## config.mk

```make
export PLATFORM = sky130hd
export DESIGN_NAME = accel_spi_responder
export DESIGN_NICKNAME = d
export VERILOG_FILES = /design/src/rtl/accel_spi_responder.sv
export SDC_FILE = /design/constraint.sdc
export NUM_CORES = 1
export LEC_CHECK = 0
export ABC_AREA = 1
export CAP_MARGIN = 20
export CORE_ASPECT_RATIO = 0.5
export CORE_UTILIZATION = 30
export DETAILED_ROUTE_END_ITERATION = 8
export GPL_TIMING_DRIVEN = 0
export SYNTH_ARGS = -nofsm -noshare
export SYNTH_HDL_FRONTEND = slang
export SYNTH_SLANG_ARGS = --single-unit
```

## constraint.sdc

```tcl
create_clock -name clk -period 5.2 [get_ports clk]
set_input_delay 1.56 -clock clk [delete_from_list [all_inputs] [get_ports clk]]
set_output_delay 1.56 -clock clk [all_outputs]
set_load 0.05 [all_outputs]
```

## src/rtl/accel_spi_responder.sv

```systemverilog
// rtl/accel_spi_responder.sv - SPI mode-0 responder exposing latest X/Y/Z accel sample via byte register map
// SCLK/CS_N/MOSI are oversampled in the clk domain; the sample is frozen into a shadow copy at each CS_N fall.
module accel_spi_responder #(
  parameter logic [7:0] WHO_AM_I    = 8'h33,
  parameter int         SYNC_STAGES = 2
) (
  input  logic        clk,
  input  logic        reset_n,
  input  logic [15:0] sample_x,
  input  logic [15:0] sample_y,
  input  logic [15:0] sample_z,
  input  logic        sample_valid,
  input  logic        spi_sclk,
  input  logic        spi_cs_n,
  input  logic        spi_mosi,
  output logic        spi_miso,
  output logic        spi_miso_oe,
  output logic [7:0]  ctrl_reg,
  output logic        drdy
);

  typedef enum logic [1:0] {S_IDLE, S_CMD, S_DATA} state_e;

  // Extra top bit on sclk/cs chains holds the previous synced value for edge detection.
  // cs chain resets low so a CS_N already low at reset release never looks like a fall.
  logic [SYNC_STAGES:0]   sclk_sync_q, cs_sync_q;
  logic [SYNC_STAGES-1:0] mosi_sync_q;

  always_ff @(posedge clk or negedge reset_n) begin
    if (!reset_n) begin
      sclk_sync_q <= '0;
      cs_sync_q   <= '0;
      mosi_sync_q <= '0;
    end else begin
      sclk_sync_q <= {sclk_sync_q[SYNC_STAGES-1:0], spi_sclk};
      cs_sync_q   <= {cs_sync_q[SYNC_STAGES-1:0], spi_cs_n};
      mosi_sync_q <= {mosi_sync_q[SYNC_STAGES-2:0], spi_mosi};
    end
  end

  logic sclk_rise, sclk_fall, cs_rise, cs_fall, mosi_s;
  assign sclk_rise = sclk_sync_q[SYNC_STAGES-1] & ~sclk_sync_q[SYNC_STAGES];
  assign sclk_fall = ~sclk_sync_q[SYNC_STAGES-1] & sclk_sync_q[SYNC_STAGES];
  assign cs_rise   = cs_sync_q[SYNC_STAGES-1] & ~cs_sync_q[SYNC_STAGES];
  assign cs_fall   = ~cs_sync_q[SYNC_STAGES-1] & cs_sync_q[SYNC_STAGES];
  assign mosi_s    = mosi_sync_q[SYNC_STAGES-1];

  state_e      state_q, state_d;
  logic [2:0]  cnt_q, cnt_d;
  logic [6:0]  shift_q, shift_d;
  logic [6:0]  tx_q, tx_d;
  logic [6:0]  addr_q, addr_d;
  logic        rw_q, rw_d;
  logic        miso_q, miso_d, oe_q, oe_d, drdy_q, drdy_d;
  logic [7:0]  ctrl_q, ctrl_d;
  logic [15:0] live_x_q, live_y_q, live_z_q, live_x_d, live_y_d, live_z_d;
  logic [15:0] shd_x_q, shd_y_q, shd_z_q, shd_x_d, shd_y_d, shd_z_d;

  // Address of the byte loaded at a byte boundary: the command's address, or the next one in a burst.
  logic [6:0] rd_addr;
  logic [7:0] rd_byte;
  assign rd_addr = (state_q == S_CMD) ? {shift_q[5:0], mosi_s} : addr_q + 7'd1;

  always_comb begin
    rd_byte = 8'h00;
    case (rd_addr)
      7'h0F:   rd_byte = WHO_AM_I;
      7'h20:   rd_byte = ctrl_q;
      7'h27:   rd_byte = {7'b0, drdy_q};
      7'h28:   rd_byte = shd_x_q[7:0];
      7'h29:   rd_byte = shd_x_q[15:8];
      7'h2A:   rd_byte = shd_y_q[7:0];
      7'h2B:   rd_byte = shd_y_q[15:8];
      7'h2C:   rd_byte = shd_z_q[7:0];
      7'h2D:   rd_byte = shd_z_q[15:8];
      default: rd_byte = 8'h00;
    endcase
  end

  logic drdy_clr;

  always_comb begin
    state_d  = state_q;
    cnt_d    = cnt_q;
    shift_d  = shift_q;
    tx_d     = tx_q;
    addr_d   = addr_q;
    rw_d     = rw_q;
    miso_d   = miso_q;
    oe_d     = oe_q;
    ctrl_d   = ctrl_q;
    shd_x_d  = shd_x_q;
    shd_y_d  = shd_y_q;
    shd_z_d  = shd_z_q;
    drdy_clr = 1'b0;

    if (cs_rise) begin
      state_d = S_IDLE;
      oe_d    = 1'b0;
      miso_d  = 1'b0;
    end else begin
      case (state_q)
        S_IDLE: if (cs_fall) begin
          state_d = S_CMD;
          shd_x_d = live_x_q;
          shd_y_d = live_y_q;
          shd_z_d = live_z_q;
          cnt_d   = 3'd0;
          oe_d    = 1'b1;
          miso_d  = 1'b0;
        end
        S_CMD: if (sclk_rise) begin
          shift_d = {shift_q[5:0], mosi_s};
          cnt_d   = cnt_q + 3'd1;
          if (cnt_q == 3'd7) begin
            state_d = S_DATA;
            rw_d    = shift_q[6];
            addr_d  = {shift_q[5:0], mosi_s};
            if (shift_q[6]) begin
              miso_d = rd_byte[7];
              tx_d   = rd_byte[6:0];
            end
          end
        end
        S_DATA: if (sclk_rise) begin
          shift_d = {shift_q[5:0], mosi_s};
          cnt_d   = cnt_q + 3'd1;
          if (cnt_q == 3'd7) begin
            addr_d = addr_q + 7'd1;
            if (rw_q) begin
              drdy_clr = (addr_q == 7'h28);
              miso_d   = rd_byte[7];
              tx_d     = rd_byte[6:0];
            end else if (addr_q == 7'h20) begin
              ctrl_d = {shift_q, mosi_s};
            end
          end
        end else if (sclk_fall && rw_q && cnt_q != 3'd0) begin
          // The fall right after a byte boundary keeps the freshly loaded MSB on the line.
          miso_d = tx_q[6];
          tx_d   = {tx_q[5:0], 1'b0};
        end
        default: state_d = S_IDLE;
      endcase
    end

    live_x_d = live_x_q;
    live_y_d = live_y_q;
    live_z_d = live_z_q;
    drdy_d   = drdy_q;
    if (sample_valid && ctrl_q[0]) begin
      live_x_d = sample_x;
      live_y_d = sample_y;
      live_z_d = sample_z;
      drdy_d   = 1'b1;
    end else if (drdy_clr) begin
      drdy_d = 1'b0;
    end
  end

  always_ff @(posedge clk or negedge reset_n) begin
    if (!reset_n) begin
      state_q  <= S_IDLE;
      cnt_q    <= '0;
      shift_q  <= '0;
      tx_q     <= '0;
      addr_q   <= '0;
      rw_q     <= 1'b0;
      miso_q   <= 1'b0;
      oe_q     <= 1'b0;
      drdy_q   <= 1'b0;
      ctrl_q   <= 8'h00;
      live_x_q <= '0;
      live_y_q <= '0;
      live_z_q <= '0;
      shd_x_q  <= '0;
      shd_y_q  <= '0;
      shd_z_q  <= '0;
    end else begin
      state_q  <= state_d;
      cnt_q    <= cnt_d;
      shift_q  <= shift_d;
      tx_q     <= tx_d;
      addr_q   <= addr_d;
      rw_q     <= rw_d;
      miso_q   <= miso_d;
      oe_q     <= oe_d;
      drdy_q   <= drdy_d;
      ctrl_q   <= ctrl_d;
      live_x_q <= live_x_d;
      live_y_q <= live_y_d;
      live_z_q <= live_z_d;
      shd_x_q  <= shd_x_d;
      shd_y_q  <= shd_y_d;
      shd_z_q  <= shd_z_d;
    end
  end

  assign spi_miso    = miso_q;
  assign spi_miso_oe = oe_q;
  assign ctrl_reg    = ctrl_q;
  assign drdy        = drdy_q;

endmodule

```

### Word-level counts from Yosys, hierarchy flattened

Index checks and enable logic that the tools add are counted.

| storage, ports and cells | value |
|---|---|
| bits in latches | 0 |
| memories | 0 |
| RAM bits | 0 |
| output and inout port bits | 11 |
| ROM bits | 0 |
| bits of input ports | 54 |
| register bits after elaboration | 142 |
| logic and storage cells | 128 |

| cells by class | value |
|---|---|
| multiplexer cells | 43 |
| $mul | 0 |
| reduce and logical (&&, ||, !) cells | 22 |
| bitwise gates (word level) | 10 |
| order comparisons | 0 |
| add/subtract/negate cells | 2 |
| shift operators | 0 |
| eq/ne operators | 32 |
| div/mod/pow operators | 0 |

Operator list:

| cell | number |
|---|---|
| $mux 7 | 12 |
| $pmux 8 s9 | 1 |
| $eq 7x6->1 const B | 10 |
| $pmux 7 s2 | 2 |
| $mux 1 | 19 |
| $ne 3x3->1 const B | 6 |
| $reduce_and 8->1 | 2 |
| $ne 2x2->1 const B | 6 |
| $ne 4x4->1 const B | 3 |
| $reduce_and 4->1 | 3 |
| $reduce_and 6->1 | 2 |
| $reduce_bool 2->1 | 5 |
| $mux 2 | 4 |
| $add 7x1->7 const B | 1 |
| $eq 7x4->1 const B | 1 |
| $mux 3 | 2 |
| $not 1->1 | 6 |
| $pmux 2 s3 | 1 |
| $pmux 3 s2 | 1 |
| $reduce_and 3->1 | 2 |
| $and 1x1->1 | 4 |
| $ne 2x1->1 const B | 2 |
| $reduce_bool 4->1 | 1 |
| $add 3x1->3 const B | 1 |
| 10 further kinds | 12 |

### Depth between registers and ports, before layout

Gate-level depths: netlist of run 1.

| logic depth | value |
|---|---|
| depth in word-level cells | 9 |
| depth in mapped cells | 17 |
| mapped depth without buffers | 16 |

### Least setup slack after synthesis of run 1

No wires, ideal clock.

| timing | value |
|---|---|
| path type | in2reg |
| start | in sample_valid |
| end | reg live_x_q[10] |
| cell stages on the path | 4 |
| buffers on the path | 2 |
| library setup time | 0.133 ns |
| setup slack | 2.669 ns |
| arrival time | 2.399 ns |
| data required time | 5.067 ns |
| path through | nand2_1 buf_1 clkbuf_1 a21oi_1 |

| on the way | value |
|---|---|
| word-level cells in the longest chain between the ends | 1 |

RTL lines:

| element | line | source |
|---|---|---|
| start, declared | 12 | `input logic sample_valid,` |
| $logic_and 1x1->1 | 151 | `if (sample_valid && ctrl_q[0]) begin` |
| end signal, assigned | 190 | `live_x_q <= live_x_d;` |
| end, declared | 56 | `logic [15:0] live_x_q, live_y_q, live_z_q, live_x_d, live_y_d, live_z_d;` |

Every way passes these cells.
A chain may end at the register's enable or synchronous reset.

### Final worst setup path of run 1

| timing | value |
|---|---|
| start | reg ctrl_q[0] (netlist: ctrl_reg[0]) |
| end | out ctrl_reg[0] |

RTL lines:

| element | line | source |
|---|---|---|
| start, declared | 55 | `logic [7:0] ctrl_q, ctrl_d;` |
| start signal, assigned | 189 | `ctrl_q <= ctrl_d;` |
| end, declared | 18 | `output logic [7:0] ctrl_reg,` |

No word-level cell between the ends.

==> results of run 1 <==
[how the worst max path moves through the flow]
stage	slack, ns	depth (start not counted)	startpoint	to
finish	1.89	1	ctrl_reg[0]	ctrl_reg[0]
global route	1.86	1	ctrl_reg[0]	ctrl_reg[0]
CTS	1.88	1	ctrl_reg[0]	ctrl_reg[0]
global placement	-3.02	1	reset_n	live_x_q[1]
detailed placement	1.63	5	sample_valid	live_y_q[15]
floorplan	2.67	4	sample_valid	live_x_q[10]
[cell usage after synthesis (2+ instances only)]
cell type  count
buf_2          2
nand3_2        5
nand2_1      116
a21oi_2        6
clkbuf_1      15
nand3_1       57
buf_1          4
o21ai_2        3
inv_1         72
nor2_4         7
buf_6          6
nor3_1         2
o21ai_0       52
dfrtp_1      142
nand3b_1       3
a21oi_1       45
o211ai_1       6
mux2_2        50
inv_2          2
o31ai_1        2
ha_1          12
nand4_1        6
nor2_1        68
nand2_2        4
o21ai_1        6
nor2_2         4
[area by class of cell]
type	count	area, µm²	share of cell area
clock inverter	9	156	0.0187
clock buffer	23	488	0.0584
tap	300	375	0.0449
multi-input combinational	463	2680	0.320
buffer	28	156	0.0187
inverter	75	282	0.0337
sequential	142	3550	0.425
timing repair buffer	65	669	0.0801
[logic make-up (layout without fill, tap and decap cells)]
logic type / after synthesis / in the layout
adder cells (fa/ha/maj): 12 / 12
multiplexers: 50 / 50
flip-flops: 142 / 142
AND/OR/NAND/NOR: 276 / 276
AO/OA/AOI/OAI: 125 / 125
buffers and inverters: 103 / 200
[power by group through the flow]
stage,sequential [mW],clock (mW),combinational [mW]
final,1.45,1.30,1.16
after global routing,1.48,1.38,1.30
after CTS,1.46,1.33,1.16
after detailed placement,1.47,0,1.15
after global placement,1.47,0,1.12
after floorplan,1.44,0,0.823
[stage by stage]
step                      utilization  cells  power (mW)  setup WS (ns)
after floorplan                     -    708        2.27           2.67
after global placement          0.354   1072        2.59          -3.02
after detailed placement        0.355   1073        2.62           1.63
after CTS                       0.385   1105        3.94           1.88
after global routing            0.385   1105        4.17           1.86
final                           0.385   1105        3.92           1.89
[routing by layer]
metal	up-vias	wire length [µm]
met2	94	7210
met5	-	0
li1	2513	-
met1	2452	7780
met3	26	601
met4	0	306
==> key figures, run 1 <==
Pwr
  • P per Cell Area: around 470 mW/mm²
  • IR drop worst, VDD: about 0.25 mV
  • Sequential power share: 0.371
  • Internal: 2.56 mW
  • Leak: 4.03 nW
  • Clock power share: 0.333
  • Combinational power share: 0.296
  • Switching power: around 1.4 mW
  • Switching part of the total: 0.346

Synthesis
  • Simple-gate share of the synthesized area: 0.190
  • Syn_area_per_cell: 9.42 µm²
  • Post-Synth Adder-Cell Area: 0.0225
  • Syn nets: around 770
  • Post-Synth XOR/XNOR Area: 0
  • Asr flop ratio synth: 1.00
  • Syn Inst Count: 708
  • Dominant cells by area after synthesis: dfrtp_1, mux2_2, nand2_1
  • Post-synth EDFFs: 0
  • Main synth FF type: dfrtp_1
  • Top cell type's share of synthesized area: 0.533
  • Post-synth cell types: 37
  • Post-synth top area cell: dfrtp_1
  • YS warnings: 0
  • Complex-gate fraction of the synthesized area: 0.104
  • Synthesized cell area: 0.00667 mm²
  • Post-synthesis sequential area ratio: 0.533
  • Seq cells post-synth: around 140
  • Main combinational cell family by area after synthesis: simple AND/OR/NAND/NOR gates
  • Mux share of post-synthesis cell area: 0.0844

STA
  • Final period utilization: 0.637
  • Post-route setup TNS: 0 ns
  • Worst rel slew slack: 0.498
  • RSZ-0062 raised after global routing: false
  • Clk_skew: 0.00884 ns
  • Min Hold Slack: 0.349 ns
  • Tmin final: ~3.3 ns
  • FMAX: 0.302 GHz
  • Final setup viols: 0
  • Max-slew violation count: 0
  • Number of hold violations in the final report: 0
  • Worst-margin pin slew: 0.753 ns

Clocking
  • Clock insertion delay at the later pin of the skew report: 0.42 ns
  • Clock sink count: about 140
  • CTS tree: done
  • Setup Fix Bufs, Post-CTS: 0
  • Clock-pin slew on the worst setup and hold paths: 0.06 ns
  • Total CTS buffers: 17
  • CTS root buf: clkbuf_16
  • Max Root-Sink Buffers: 2
  • H-Tree Depth: 4
  • Resized cells post-CTS: 0
  • Hold_buf cts: 0

Global route
  • First-pass GRT wire length: 26.8 mm
  • Remaining Overflow, GRT: 0
  • GRT Max-Usage Layer: met2
  • M3 GR Usage: 0.0373
  • Initial antenna violation count: 0
  • M1 GR Usage: 0.204
  • GR Util All Layers: 0.152
  • Largest net degree at the start of global routing: 82
  • Met2 Track Usage GR: 0.239
  • Vias in the first global route: 5185

Setup path
  • CP Data Required Time: 3.64 ns
  • Critical path class: reg2out
  • Critical-path maximum fanout: 4
  • R2R Path End: tx_q[6]
  • CP Launch Type: register
  • Delay of the slowest critical-path stage: 0.86 ns
  • Cell depth of the worst flop-to-flop path: 12
  • Slowest CP cell: clkdlybuf4s50_1
  • CP top delay family: buffers and inverters
  • Flop-to-flop setup slack: around 2.7 ns
  • Worst Setup End Kind: output port
  • Critical path arrival: 1.75 ns
  • Worst R2R Start: addr_q[0]
  • CP Cell Sequence: clkdlybuf4s50_1
  • Worst Path Buf+Inv: 1

Cells and area
  • Antenna fix cells: 0
  • Layout area overhead: 25.3%
  • Fin nets: about 860
  • Share of layout cells above drive strength 1: 0.155
  • Most frequent cells in the layout: dfrtp_1, nand2_1, inv_1, nor2_1, clkdlybuf4s50_1
  • Fill cells: 2158
  • Commonest non-fill, non-tap cell in the layout: dfrtp_1
  • Final Cell Area: 0.00836 mm²

Die
  • Die W: 213 µm
  • Die area: 0.0229 mm²
  • CORE AREA: 0.0217 mm²
  • Initial Util: 0.307
  • IO Count: 65
  • Rows: 38
  • Die height: around 110 µm

Job
  • Max-cap violations: 0

Drt
  • Drt total wl: 15.9 mm
  • Vias: 5085
  • DRT iter0 DRCs: 307
  • Drt pass-1 iters: 5
  • Antenna-violating nets left: 0
  • Wire length per cell: 14.4 µm
  • Via density: 4.60
  • DRC violations left: 0

Placed design
  • Post-DP Area: roughly 0.0077 mm²
  • Dpl hpwl: approximately 12 mm
  • Gpl congestion: 0.846
  • Port Buffer Count: between 60 and 70

Hold path
  • WHS Path Cells: 0
  • Worst Hold Class: reg2reg
  • HP Start: cs_sync_q[0]
  • Hold endpoint: cs_sync_q[1]

Run status
  • Status: finished clean
Note: power is estimated with default switching activity, not from simulation.
==> run 2: changes to the inputs <==
==> constraint.sdc (replaced) <==
create_clock -name clk -period 3.1 [get_ports clk]
set_input_delay 0.93 -clock clk [delete_from_list [all_inputs] [get_ports clk]]
set_output_delay 0.93 -clock clk [all_outputs]
set_load 0.05 [all_outputs]
==> results of run 2 <==
The final DEF is identical to that of run 1. Status: finished clean.
Among the figures that moved: setup slack after placement 1.63 ns -> 0.163 ns; setup slack after layout 1.89 ns -> 0.416 ns; register-to-register setup slack 2.65 ns -> 0.55 ns; total power 3.92 mW -> 6.57 mW; worst IR drop on VDD 0.249 mV -> 0.418 mV
